**src/rtl/agg_switch.sv**
```systemverilog
// agg_switch: selects one of NUM_SRC aggregate sources (LANES lanes of WIDTH
// bits each) onto a registered aggregate output. A source change goes through
// a valid/ready request handshake and then BLANK_CYC cycles of blanked output,
// so the consumer never sees a mixed-source aggregate.
//
// Optional build macro: AGG_SWITCH_HOLD_EN -- when defined, out_data holds its
// last settled value during blanking instead of going to zero.
//
// Ports:
//   clk, rst        clock; asynchronous active-high reset
//   src_data        source s, lane l at [(s*LANES+l)*WIDTH +: WIDTH]
//   sel_req_valid   switch request valid
//   sel_req_idx     requested source index
//   sel_req_ready   request can be accepted (high while running)
//   err_clr         clears sel_err
//   out_data        registered aggregate, lane l at [l*WIDTH +: WIDTH]
//   out_valid       out_data is a settled source sample
//   cur_sel         committed source index
//   sel_err         sticky out-of-range request flag

// One output lane: picks its lane from the committed source, or blanks.
module agg_switch_lane #(
  parameter int WIDTH   = 3,
  parameter int NUM_SRC = 2,
  parameter int SEL_W   = 1
) (
  input  logic                            clk,
  input  logic                            rst,
  input  logic [NUM_SRC-1:0][WIDTH-1:0]   lane_src,
  input  logic [SEL_W-1:0]                sel,
  input  logic                            blank,
  output logic [WIDTH-1:0]                lane_q
);
  always_ff @(posedge clk or posedge rst) begin
    if (rst) begin
      lane_q <= '0;
    end else if (!blank) begin
      lane_q <= lane_src[sel];
    end else begin
`ifdef AGG_SWITCH_HOLD_EN
      lane_q <= lane_q;
`else
      lane_q <= '0;
`endif
    end
  end
endmodule

module agg_switch #(
  parameter int WIDTH     = 3,
  parameter int LANES     = 3,
  parameter int NUM_SRC   = 2,
  parameter int BLANK_CYC = 2,
  parameter int RST_SEL   = 0
) (
  input  logic                                               clk,
  input  logic                                               rst,
  input  logic [NUM_SRC*LANES*WIDTH-1:0]                     src_data,
  input  logic                                               sel_req_valid,
  input  logic [((NUM_SRC > 2) ? $clog2(NUM_SRC) : 1)-1:0]  sel_req_idx,
  output logic                                               sel_req_ready,
  input  logic                                               err_clr,
  output logic [LANES*WIDTH-1:0]                             out_data,
  output logic                                               out_valid,
  output logic [((NUM_SRC > 2) ? $clog2(NUM_SRC) : 1)-1:0]  cur_sel,
  output logic                                               sel_err
);
  localparam int SEL_W = (NUM_SRC > 2) ? $clog2(NUM_SRC) : 1;
  // Counter holds BLANK_CYC-1 down to 0; keep at least one bit.
  localparam int CNT_W = (BLANK_CYC > 2) ? $clog2(BLANK_CYC) : 1;
  localparam logic [SEL_W-1:0] RST_IDX  = SEL_W'(RST_SEL);
  localparam logic [CNT_W-1:0] CNT_LOAD = CNT_W'((BLANK_CYC > 0) ? BLANK_CYC - 1 : 0);

  typedef enum logic {RUN, BLANK} state_t;

  state_t           state;
  logic [CNT_W-1:0] blank_cnt;
  logic             idx_bad;

  logic [LANES-1:0][NUM_SRC-1:0][WIDTH-1:0] lane_view;
  logic [LANES-1:0][WIDTH-1:0]              lane_q;

  assign sel_req_ready = (state == RUN);

  // Only non-power-of-two source counts have unused (invalid) index codes.
  generate
    if (NUM_SRC == (1 << SEL_W)) begin : g_full_idx
      assign idx_bad = 1'b0;
    end else begin : g_part_idx
      assign idx_bad = (sel_req_idx > SEL_W'(NUM_SRC - 1));
    end
  endgenerate

  always_ff @(posedge clk or posedge rst) begin
    if (rst) begin
      state     <= RUN;
      cur_sel   <= RST_IDX;
      blank_cnt <= '0;
      out_valid <= 1'b0;
      sel_err   <= 1'b0;
    end else begin
      out_valid <= (state == RUN);
      // Clear first so a same-cycle invalid request below wins.
      if (err_clr) sel_err <= 1'b0;
      case (state)
        RUN: begin
          if (sel_req_valid) begin
            if (idx_bad) begin
              sel_err <= 1'b1;
            end else if (sel_req_idx != cur_sel) begin
              cur_sel <= sel_req_idx;
              if (BLANK_CYC > 0) begin
                state     <= BLANK;
                blank_cnt <= CNT_LOAD;
              end
            end
          end
        end
        BLANK: begin
          if (blank_cnt == '0) state <= RUN;
          else                 blank_cnt <= blank_cnt - CNT_W'(1);
        end
        default: state <= RUN;
      endcase
    end
  end

  // Regroup the flat source bus by lane so each lane mux sees all sources.
  generate
    for (genvar l = 0; l < LANES; l++) begin : g_lane
      for (genvar s = 0; s < NUM_SRC; s++) begin : g_src
        assign lane_view[l][s] = src_data[(s*LANES+l)*WIDTH +: WIDTH];
      end

      agg_switch_lane #(
        .WIDTH   (WIDTH),
        .NUM_SRC (NUM_SRC),
        .SEL_W   (SEL_W)
      ) u_lane (
        .clk      (clk),
        .rst      (rst),
        .lane_src (lane_view[l]),
        .sel      (cur_sel),
        .blank    (state == BLANK),
        .lane_q   (lane_q[l])
      );

      assign out_data[l*WIDTH +: WIDTH] = lane_q[l];
    end
  endgenerate

endmodule
```
**config.mk**
```make
export PLATFORM = sky130hd
export DESIGN_NAME = agg_switch
export DESIGN_NICKNAME = d
export VERILOG_FILES = /design/src/rtl/agg_switch.sv
export SDC_FILE = /design/constraint.sdc
export NUM_CORES = 1
export LEC_CHECK = 0
export ABC_AREA = 1
export CAP_MARGIN = 20
export CORE_MARGIN = 8
export CORE_UTILIZATION = 30
export DETAILED_ROUTE_END_ITERATION = 10
export PLACE_DENSITY = 0.7
export SLEW_MARGIN = 30
export SYNTH_ARGS = -nofsm -noshare
export SYNTH_HDL_FRONTEND = slang
export SYNTH_SLANG_ARGS = --single-unit
```
**constraint.sdc**
```tcl
create_clock -name clk -period 0.8 [get_ports clk]
set_input_delay 0.2 -clock clk [delete_from_list [all_inputs] [get_ports clk]]
set_output_delay 0.2 -clock clk [all_outputs]
set_load 0.1 [all_outputs]
```
==> key figures <==
Run status
  • Status: complete, but fails checks
  • Failing checks: negative setup slack

CTS
  • CTS Buffer Depth: 2
  • CTS tree: built
  • Total CTS buffers: 3
  • Sink Count: 13
  • Post-cts hold buffer count: 0
  • CTS clk-pin slew, worst paths: roughly 0.080 ns
  • CTS H-tree lvls: 1
  • Worst skew pair latency: 0.27 ns
  • Clock root buffer: clkbuf_4

Placed design
  • Port bufs: 33
  • GPL Wtd Cong: about 0.74
  • DP Wirelength: 1350 um
  • Placed cell area: approximately 1100 um^2

Setup path
  • Critical Path Fanout Max: 2
  • CP top delay family: flip-flops
  • CP Data Arrival Time: around 0.94 ns
  • Crit path cell chain: buf_12
  • CP bufs+invs: 1
  • Critical Path Start Type: flip-flop
  • Crit-path slowest cell: dfrtp_4
  • CP peak stage delay: roughly 0.50 ns
  • Crit. End Element: primary output
  • Crit path required time: around 0.60 ns
  • Crit Path Category: flip-flop to primary output

Route
  • Antenna-violating nets left: 0
  • Detailed Route Iter0 Violations: 6
  • Post-Route WL: between 1500 and 2000 um
  • Vias: between 500 and 600
  • WL per Instance: roughly 13 um
  • DR DRC count: 0
  • DRT Pass-1 Iters: 4
  • Vias/cell: 4.25

Floorplanning
  • Cell row count: 15
  • Starting Density: 0.313
  • Die extent in x: between 50 and 60 um
  • Die area: 3390 um^2
  • Chip Height: approximately 58 um
  • Io pins: 36
  • Placeable Area: approximately 1700 um^2

Logic synthesis
  • Netlist cell types: 10
  • Yosys Warn Count: 0
  • Syn Nets: just over 80
  • Mapped Area: roughly 530 um^2
  • Post-synthesis sequential area ratio: 0.609
  • Gate Count Post-Synth: 60
  • Average footprint of a synthesized cell: 8.90 um^2
  • Seq cells post-synth: 13

STA
  • Worst Skew: about 0.0061 ns
  • Final hold viol count: 0
  • Fin. max-slew vios: 0
  • RSZ-0062 raised after global routing: true
  • Setup WS post-layout: -0.340 ns
  • Period minus WS final: approximately 1.1 ns
  • Max Fclk: slightly below 0.9 GHz
  • Final period utilization: 1.43
  • Final setup fails: 24

Layout
  • Nets: 130
  • Commonest non-fill, non-tap cell in the layout: clkdlybuf4s50_1
  • Finished layout cell area: ~1200 um^2
  • Final core occ: 0.713
  • P&R area growth vs syn: 128%
  • Commonest non-fill, non-tap cells in the layout: clkdlybuf4s50_1 (21), nor2_1 (18), buf_12 (14)
  • N_diodes: 0
  • Fill count: approximately 130
  • Share of cells above drive strength 1: 0.462

Global route
  • Grt ovf: 0
  • Antenna violations before repair: 0
  • Vias in the first global route: 590
  • Pin count of the biggest net entering global routing: 14
  • Global-route wire length before repair: 2690 um
  • GRT Overall Usage: 0.106

Flow run
  • Maxcap violations: 0

Worst hold path
  • Hold Path Class: input port to async pin
-- path summary, 6_finish.rpt --
check                                 startpoint                                    to  slack [ns]  cells after the start
max                          cur_sel$_DFFE_PP0P_                               cur_sel       -0.34                      1
min                                          rst  g_lane[0].u_lane.lane_q[1]$_DFF_PP0_        0.23                      3
max reg2reg                  cur_sel$_DFFE_PP0P_  g_lane[2].u_lane.lane_q[2]$_DFF_PP0_       -0.32                      4
min reg2reg                blank_cnt$_DFFE_PP0P_                       state$_DFF_PP0_        0.48                      2
max in group asynchronous                    rst                   cur_sel$_DFFE_PP0P_        0.44                      3
min in group clk           blank_cnt$_DFFE_PP0P_                       state$_DFF_PP0_        0.48                      2
-- logic make-up after synthesis --
family,share of synthesized area
AOI/OAI and AO/OA,0.0937
buffers and inverters,0.0984
DFF,0.609
other,0.00702
and+or+nand+nor,0.192
-- routing by layer --
layer | track usage | vias up | part of all wire
li1 | - | 276 | -
met1 | 0.123 | 251 | 0.45
met2 | 0.162 | 26 | 0.46
met3 | 0.0243 | 4 | 0.062
met4 | 0.0839 | 0 | 0.029
met5 | 0 | - | 0
-- layout make-up --
| class | count | area (um^2) | share of cell area |
|---|---|---|---|
| Sequential cell | 13 | 367 | 0.301 |
| Inverter | 5 | 21.3 | 0.0175 |
| Clock buffer | 4 | 26.3 | 0.0216 |
| Tap cell | 25 | 31.3 | 0.0257 |
| Multi-Input combinational cell | 38 | 191 | 0.157 |
| Timing Repair Buffer | 46 | 581 | 0.477 |
-- cell usage after synthesis --
master    n  area, um^2
conb_1    1        3.75
o21ai_1   6        30.0
dfrtp_1  13         325
o21ai_0   4        20.0
nor2_1   19        71.3
buf_4     3        22.5
buf_6     1        11.3
nand3_1   1        5.00
inv_1     5        18.8
nand2_1   7        26.3
-- metrics by stage --
step / cells / hold slack (ns) / setup slack, ns / TNS, ns
finish: 131 / 0.232 / -0.340 / -7.22
global route: 131 / 0.242 / -0.380 / -8.20
CTS: 130 / 0.228 / -0.351 / -7.26
detailed placement: 123 / 0.476 / -0.312 / -2.78
global placement: 123 / 0.468 / -0.249 / -2.34
floorplan: 60 / 0.0772 / -0.272 / -3.21
-- sequential cells by signal (all words and copies together) (netlist names) --
name / count
blank_cnt: 1
cur_sel: 1
g_lane.u_lane.lane_q: 9
out_valid: 1
state: 1
-- what timing repair did --
| item | CTS | global route |
|---|---|---|
| resized for setup | 1 | 11 |
| pin swaps | 0 | 1 |
| setup buffers | 3 | 1 |
| setup endpoints to repair | 24 | 25 |
Power is left out: the tool's default activity adds up to more than one toggle a clock period on the data nets, which glitch-free logic cannot reach.
